<file path="src/rtl/f8_alu_wide_seq.sv">
// ============================================================================
//  Module      : f8_alu_wide_seq
//  Description : Byte-serial multi-cycle ALU for 8*BYTES-bit operands using
//                the F8 op encodings. One byte slice is processed per clock,
//                with carry/shift bits chained between slices. The result and
//                the C/Z/OV/S flags are registered and presented with a
//                one-cycle done pulse.
//                Optional macro F8_ALU_WIDE_BCD_EN enables decimal ADD_BCD;
//                without it ADD_BCD behaves as binary ADD.
//  Revision    : 1.0  initial release
// ============================================================================
`default_nettype none

module f8_alu_wide_seq #(
    parameter int BYTES = 2
) (
    input  logic                 clk,
    input  logic                 rst_n,
    input  logic                 start,
    input  logic [3:0]           op,
    input  logic [8*BYTES-1:0]   left,
    input  logic [8*BYTES-1:0]   right,
    input  logic                 c_in,
    output logic                 busy,
    output logic                 done,
    output logic [8*BYTES-1:0]   result,
    output logic                 c,
    output logic                 z,
    output logic                 ov,
    output logic                 s
);

    localparam int W  = 8 * BYTES;
    localparam int KW = (BYTES > 1) ? $clog2(BYTES) : 1;

    // F8 ALU op encodings
    localparam logic [3:0] c_ALU_ADD     = 4'd0;
    localparam logic [3:0] c_ALU_ADD_BCD = 4'd1;
    localparam logic [3:0] c_ALU_INC     = 4'd2;
    localparam logic [3:0] c_ALU_LINK    = 4'd3;
    localparam logic [3:0] c_ALU_CMP     = 4'd4;
    localparam logic [3:0] c_ALU_DEC_R   = 4'd5;
    localparam logic [3:0] c_ALU_AND     = 4'd6;
    localparam logic [3:0] c_ALU_OR      = 4'd7;
    localparam logic [3:0] c_ALU_XOR     = 4'd8;
    localparam logic [3:0] c_ALU_COM     = 4'd9;
    localparam logic [3:0] c_ALU_SL_1    = 4'd10;
    localparam logic [3:0] c_ALU_SL_4    = 4'd11;
    localparam logic [3:0] c_ALU_SR_1    = 4'd12;
    localparam logic [3:0] c_ALU_SR_4    = 4'd13;
    localparam logic [3:0] c_ALU_L       = 4'd14;
    localparam logic [3:0] c_ALU_R       = 4'd15;

    localparam logic [0:0] c_ST_IDLE = 1'b0;
    localparam logic [0:0] c_ST_RUN  = 1'b1;

    logic [0:0]     r_state;
    logic [0:0]     w_state_next;
    logic [KW-1:0]  r_k;
    logic [3:0]     r_op;
    logic [W-1:0]   r_left;
    logic [W-1:0]   r_right;
    logic [3:0]     r_cr;        // chain: bit 0 = carry/shift bit, [3:0] = nibble
    logic [W-1:0]   r_shadow;
    logic           r_done;
    logic [W-1:0]   r_result;
    logic           r_c;
    logic           r_z;
    logic           r_ov;
    logic           r_s;

    logic           w_last;
    logic           w_msb_first;
    logic [KW-1:0]  w_sidx;
    logic [KW+2:0]  w_base;
    logic [7:0]     w_lb;
    logic [7:0]     w_rb;
    logic [7:0]     w_a;
    logic [7:0]     w_b;
    logic [7:0]     w_lo;
    logic [1:0]     w_hi;
    logic [7:0]     w_slice;
    logic [3:0]     w_cr_next;
    logic           w_c_sl;
    logic           w_ov_sl;
    logic [W-1:0]   w_shadow_next;
    logic [3:0]     w_seed;
`ifdef F8_ALU_WIDE_BCD_EN
    logic [4:0]     w_bl;
    logic [4:0]     w_bu;
`endif

    assign w_last      = (r_k == KW'(BYTES - 1));
    assign w_msb_first = (r_op == c_ALU_SR_1) || (r_op == c_ALU_SR_4);
    assign w_sidx      = w_msb_first ? (KW'(BYTES - 1) - r_k) : r_k;
    assign w_base      = {w_sidx, 3'b000};
    assign w_lb        = r_left[w_base +: 8];
    assign w_rb        = r_right[w_base +: 8];

    // State register
    always_ff @(posedge clk) begin
        if (!rst_n) r_state <= c_ST_IDLE;
        else        r_state <= w_state_next;
    end

    // Next-state logic: one RUN pass of BYTES slices per accepted start
    always_comb begin
        w_state_next = r_state;
        case (r_state)
            c_ST_IDLE: if (start)  w_state_next = c_ST_RUN;
            c_ST_RUN:  if (w_last) w_state_next = c_ST_IDLE;
            default:               w_state_next = c_ST_IDLE;
        endcase
    end

    // FSM outputs
    always_comb begin
        busy = (r_state == c_ST_RUN);
    end

    // Slice-0 chain seed chosen from the op being launched
    always_comb begin
        w_seed = 4'h0;
        if (op == c_ALU_CMP)  w_seed = 4'h1;
        if (op == c_ALU_LINK) w_seed = {3'b000, c_in};
    end

    // Operand shaping for the adder-based ops
    always_comb begin
        w_a = w_lb;
        w_b = w_rb;
        case (r_op)
            c_ALU_INC:   w_b = (r_k == '0) ? 8'h01 : 8'h00;
            c_ALU_LINK:  w_b = 8'h00;
            c_ALU_CMP:   w_a = ~w_lb;
            c_ALU_DEC_R: w_a = 8'hFF;
            default:     ;
        endcase
    end

    // Split adder so carry into bit 7 is visible for the overflow term
    assign w_lo = {1'b0, w_a[6:0]} + {1'b0, w_b[6:0]} + {7'b0, r_cr[0]};
    assign w_hi = {1'b0, w_a[7]} + {1'b0, w_b[7]} + {1'b0, w_lo[7]};

`ifdef F8_ALU_WIDE_BCD_EN
    assign w_bl = {1'b0, w_lb[3:0]} + {1'b0, w_rb[3:0]} + {4'b0, r_cr[0]};
    assign w_bu = {1'b0, w_lb[7:4]} + {1'b0, w_rb[7:4]} + {4'b0, w_bl[4]};
`endif

    // Per-slice result, chain update and slice flags
    always_comb begin
        w_slice   = 8'h00;
        w_cr_next = 4'h0;
        w_c_sl    = 1'b0;
        w_ov_sl   = 1'b0;
        case (r_op)
`ifdef F8_ALU_WIDE_BCD_EN
            c_ALU_ADD_BCD: begin
                w_slice   = {w_bu[3:0] + (w_bu[4] ? 4'h0 : 4'hA),
                             w_bl[3:0] + (w_bl[4] ? 4'h0 : 4'hA)};
                w_cr_next = {3'b000, w_bu[4]};
                w_c_sl    = w_bu[4];
            end
            c_ALU_ADD, c_ALU_INC, c_ALU_LINK, c_ALU_CMP, c_ALU_DEC_R: begin
`else
            c_ALU_ADD, c_ALU_ADD_BCD, c_ALU_INC, c_ALU_LINK, c_ALU_CMP, c_ALU_DEC_R: begin
`endif
                w_slice   = {w_hi[0], w_lo[6:0]};
                w_cr_next = {3'b000, w_hi[1]};
                w_c_sl    = w_hi[1];
                w_ov_sl   = w_hi[1] ^ w_lo[7];
            end
            c_ALU_AND: w_slice = w_lb & w_rb;
            c_ALU_OR:  w_slice = w_lb | w_rb;
            c_ALU_XOR: w_slice = w_lb ^ w_rb;
            c_ALU_COM: w_slice = ~w_lb;
            c_ALU_L:   w_slice = w_lb;
            c_ALU_R:   w_slice = w_rb;
            c_ALU_SL_1: begin
                w_slice   = {w_lb[6:0], r_cr[0]};
                w_cr_next = {3'b000, w_lb[7]};
            end
            c_ALU_SR_1: begin
                w_slice   = {r_cr[0], w_lb[7:1]};
                w_cr_next = {3'b000, w_lb[0]};
            end
            c_ALU_SL_4: begin
                w_slice   = {w_lb[3:0], r_cr};
                w_cr_next = w_lb[7:4];
            end
            c_ALU_SR_4: begin
                w_slice   = {r_cr, w_lb[7:4]};
                w_cr_next = w_lb[3:0];
            end
            default: ;
        endcase
    end

    // Merge the current slice into the shadow copy of the result
    always_comb begin
        w_shadow_next                = r_shadow;
        w_shadow_next[w_base +: 8]   = w_slice;
    end

    // Datapath: capture at start, step slices, publish result on the last slice
    always_ff @(posedge clk) begin
        if (!rst_n) begin
            r_k      <= '0;
            r_op     <= 4'h0;
            r_left   <= '0;
            r_right  <= '0;
            r_cr     <= 4'h0;
            r_shadow <= '0;
            r_done   <= 1'b0;
            r_result <= '0;
            r_c      <= 1'b0;
            r_z      <= 1'b0;
            r_ov     <= 1'b0;
            r_s      <= 1'b1;
        end else begin
            r_done <= 1'b0;
            if (r_state == c_ST_IDLE) begin
                if (start) begin
                    r_op     <= op;
                    r_left   <= left;
                    r_right  <= right;
                    r_cr     <= w_seed;
                    r_k      <= '0;
                    r_shadow <= '0;
                end
            end else begin
                r_shadow <= w_shadow_next;
                r_cr     <= w_cr_next;
                r_k      <= r_k + KW'(1);
                if (w_last) begin
                    r_done   <= 1'b1;
                    r_result <= w_shadow_next;
                    r_c      <= w_c_sl;
                    r_ov     <= w_ov_sl;
                    r_z      <= (w_shadow_next == '0);
                    r_s      <= ~w_shadow_next[W-1];
                end
            end
        end
    end

    assign done   = r_done;
    assign result = r_result;
    assign c      = r_c;
    assign z      = r_z;
    assign ov     = r_ov;
    assign s      = r_s;

endmodule

`default_nettype wire

</file>
<file path="config.mk">
export PLATFORM = sky130hd
export DESIGN_NAME = f8_alu_wide_seq
export DESIGN_NICKNAME = d
export VERILOG_FILES = /design/src/rtl/f8_alu_wide_seq.sv
export SDC_FILE = /design/constraint.sdc
export NUM_CORES = 1
export LEC_CHECK = 0
export ABC_AREA = 1
export ABC_CLOCK_PERIOD_IN_PS = 4900
export BUFFER_PORTS_ARGS = -buffer_cell sky130_fd_sc_hd__buf_2
export CAP_MARGIN = 20
export CORE_UTILIZATION = 57
export DETAILED_ROUTE_END_ITERATION = 8
export PLACE_DENSITY = 0.79
export SYNTH_ARGS = -nofsm -noshare
export SYNTH_HDL_FRONTEND = slang
export SYNTH_SLANG_ARGS = --single-unit
</file>
<file path="constraint.sdc">
create_clock -name clk -period 4.9 [get_ports clk]
set_input_delay 0.49 -clock clk [delete_from_list [all_inputs] [get_ports clk]]
set_output_delay 0.49 -clock clk [all_outputs]
set_load 0.005 [all_outputs]
</file>
==> out/metrics.cfg <==
[worst_hold_path]
holdCritPathClass = in -> reg
hp-start = right[6]
holdPathEnd = r_right[6]
min_path_cells = 3

[global_route]
grt_pass1_vias = 4690
antenna_found_initial = 0
grt.overflow.total = 0
grt_use_total = 0.3551
grt_pass1_wl_mm = 23.92
grt_max_degree = 67

[route]
via_count = 5104
drt_first_pass_iters = 5
wl_met3_um = 988
drt-total-wl_mm = 14.76
drt_iter0_markers = 412
postRouteAntennaNets = 0
dr.max_layer_used = met4
drt-met1-wl_mm = 6.721
avgViaCountPerCell = 5.603
remaining_drc_errors = 0
routedWlPerCell_um = 16.20
wl_met2_mm = 6.700

[cts]
cts_hold_buf = 0
post-cts-setup-buffers = 0
cts.sinks = 79
cts-htree-levels = 3
cts_inserted_buffers = 9
cts-root-buf = clkbuf_8
cts_buffer_depth = 2
cts_tree = yes
clock_latency_ns = 0.36
cts.clk_slew.worst_paths_ns = 0.09

[logic_synthesis]
synth_top_area_share = 0.3244
syn_avg_cell_area_um2 = 6.475
ys_seq_area_frac = 0.3244
synthesis.nets = 818
yosysUniqueCellTypes = 38
yosys-top-cells-area = dfxtp_1, nand2_1, nor2_1
synthArstFlopShare = 0
synth_area_leader_cell = dfxtp_1
synth_cells = 753
yosysWarnings = 0
synth_area_um2 = 4876
synth_edf_count = 0
ys_seq_elements = 79
synth_ff_type = dfxtp_1

[setup_path]
crit_chain = nand4_4, nand2_8, nand2_1, nand2_1, inv_1, nand2_1, o21ai_0, ha_1, a21oi_1, nand2_1, nand2_1, nand2_1, a21oi_1, o21bai_1, a21oi_1, fa_1, nand2_1, nand3_1, nand2_1, nor2_1, nand2_1, nor2_1, nand3_1, nand2_1
critPathKind = reg -> reg
crit_path_end_kind = register
arrival_ns = 4.56
cp_common_cell = nand2_1
cp_slowest_stage_delay_ns = 0.63
ff2ff_setup_slack_ns = 0.61
r2r_start = r_op[3]
cp-start-kind = register
slowest_stage = dfxtp_1
cp.required_ns = 5.17
rr_endpoint = z
rr_worst_depth = 24
path_max_fanout = 36

[timing]
grt_setup_unrepaired = no
finalCritPeriodShare = 0.8755
setup-violations-final = 0
slew_violations = 0
period_minus_slack_ns = 4.290
skew_ns = 0.01263
clock.fmax_ghz = 0.2331
tns_ns = 0
hold_viol = 0
slew-limit-headroom = 0.2948
tightest_slew_ns = 1.056

[layout]
drive_above_1_share = 0.1290
final_cell_area_um2 = 5408
final_nets = 866
antenna_cells = 0
n_fill_cell = 787
area_delta_synth_final_pct = 10.91

[floorplan]
core_um2 = 8258
rows = 33
die_w_um = 94.49
start_util = 0.5905
die_h_um = 94.49
dieArea_um2 = 8928
top_level_ports = 62

[placement]
hpwl_mm = 11.03
portBuffers = 61
gp_congestion = 0.9575
dpl_cell_area_um2 = 5192

[power_and_ir_drop]
power_density_nw_per_um2 = 318.0
ir_drop_mv = 0.2046
p_leak_nw = 2.620

[run_status]
outcome = finished, final reports clean

[run]
max-cap-violations = 0

cells by family after synthesis:
logic type                 Yosys count  synth area share
buffers and inverters              107           0.09186
DFF                                 79            0.3244
and+or+nand+nor                    401            0.3518
AOI/OAI and AO/OA                  136            0.1540
adders and majority gates           25           0.06877
muxes                                1          0.002053
xor gates and xnor gates             4          0.007186
metal layers:
| layer | up-vias | track usage |
|---|---|---|
| met1 | 2374 | 0.4936 |
| li1 | 2513 | - |
| met5 | - | 0 |
| met2 | 191 | 0.5622 |
| met3 | 26 | 0.04831 |
| met4 | 0 | 0.1237 |
layout by cell type, fill, tap and decap left out, types with 6 or more instances in the layout:
master,count
ha_1,22
nand2_1,229
nand2_4,6
clkbuf_8,10
nand3_1,60
nor2_1,81
inv_1,78
dfxtp_1,78
o21ai_0,54
buf_2,61
a22o_1,10
a21oi_1,56
sequential cells by signal, summed over array words and instances (netlist names), 4 cells and up:
name      count
result       16
r_op          4
r_left       16
r_cr          4
r_right      16
r_shadow     16
repair_timing:
item,CTS,global route
hold endpoints to repair,0,0
gates resized for setup,0,2
endpoints found under the setup margin,0,4
worst max-delay path by stage:
| stage | cells after the start | slack, ns | to | startpoint |
|---|---|---|---|---|
| 3_3_place_gp | 24 | 0.65 | z | r_op[2] |
| 2_1_floorplan | 27 | 1.42 | z | r_op[1] |
| 6_report | 24 | 0.61 | z | r_op[3] |
| 3_5_place_dp | 24 | 0.49 | z | r_op[2] |
| 4_1_cts | 24 | 0.48 | z | r_op[2] |
| 5_1_grt | 24 | 0.07 | z | r_op[3] |
per-stage QoR:
stage	hold WS [ns]	utilization	std cells	total power, mW	setup slack, ns
CTS	0.3742	0.6536	911	1.713	0.4776
global route	0.3745	0.6548	911	1.814	0.07246
finish	0.3816	0.6548	911	1.720	0.6103
detailed placement	0.4439	0.6288	895	1.201	0.4886
floorplan	0.4246	-	753	1.063	1.420
global placement	0.4406	0.6288	895	1.189	0.6526
report_power, final:
group / switching [mW] / internal, mW
clock network: 0.266 / 0.254
logic: 0.334 / 0.154
registers: 0.0314 / 0.680
critical path, delay by kind of cell, from the launching register on:
kind            cells  cell delay, ns
simple gates       16            1.76
fa+ha+maj           2            0.86
compound gates      5            0.79
flops               1            0.63
buf+inv             1            0.13
area by class of cell:
class                           count  area (um2)  share of cell area
Multi-Input combinational cell    567        2858              0.5285
Sequential cell                    79        1583              0.2927
Timing Repair Buffer               64       327.8             0.06062
Inverter                           80       302.8             0.05599
Clock buffer                       11       141.4             0.02615
Tap cell                          105       131.4             0.02429
Clock inverter                      5       63.81             0.01180
cells in the mapped netlist (all sizes together) (3+ instances only):
| master | instances |
|---|---|
| or2 | 7 |
| clkbuf | 19 |
| a22o | 10 |
| nand4 | 4 |
| fa | 3 |
| nand2 | 241 |
| o21ai | 57 |
| nand3 | 61 |
| o22ai | 3 |
| nor3 | 3 |
| ha | 22 |
| o211ai | 4 |
| dfxtp | 79 |
| nor2 | 83 |
| inv | 80 |
| a21oi | 57 |
| buf | 8 |
(Power assumes the default switching activity.)
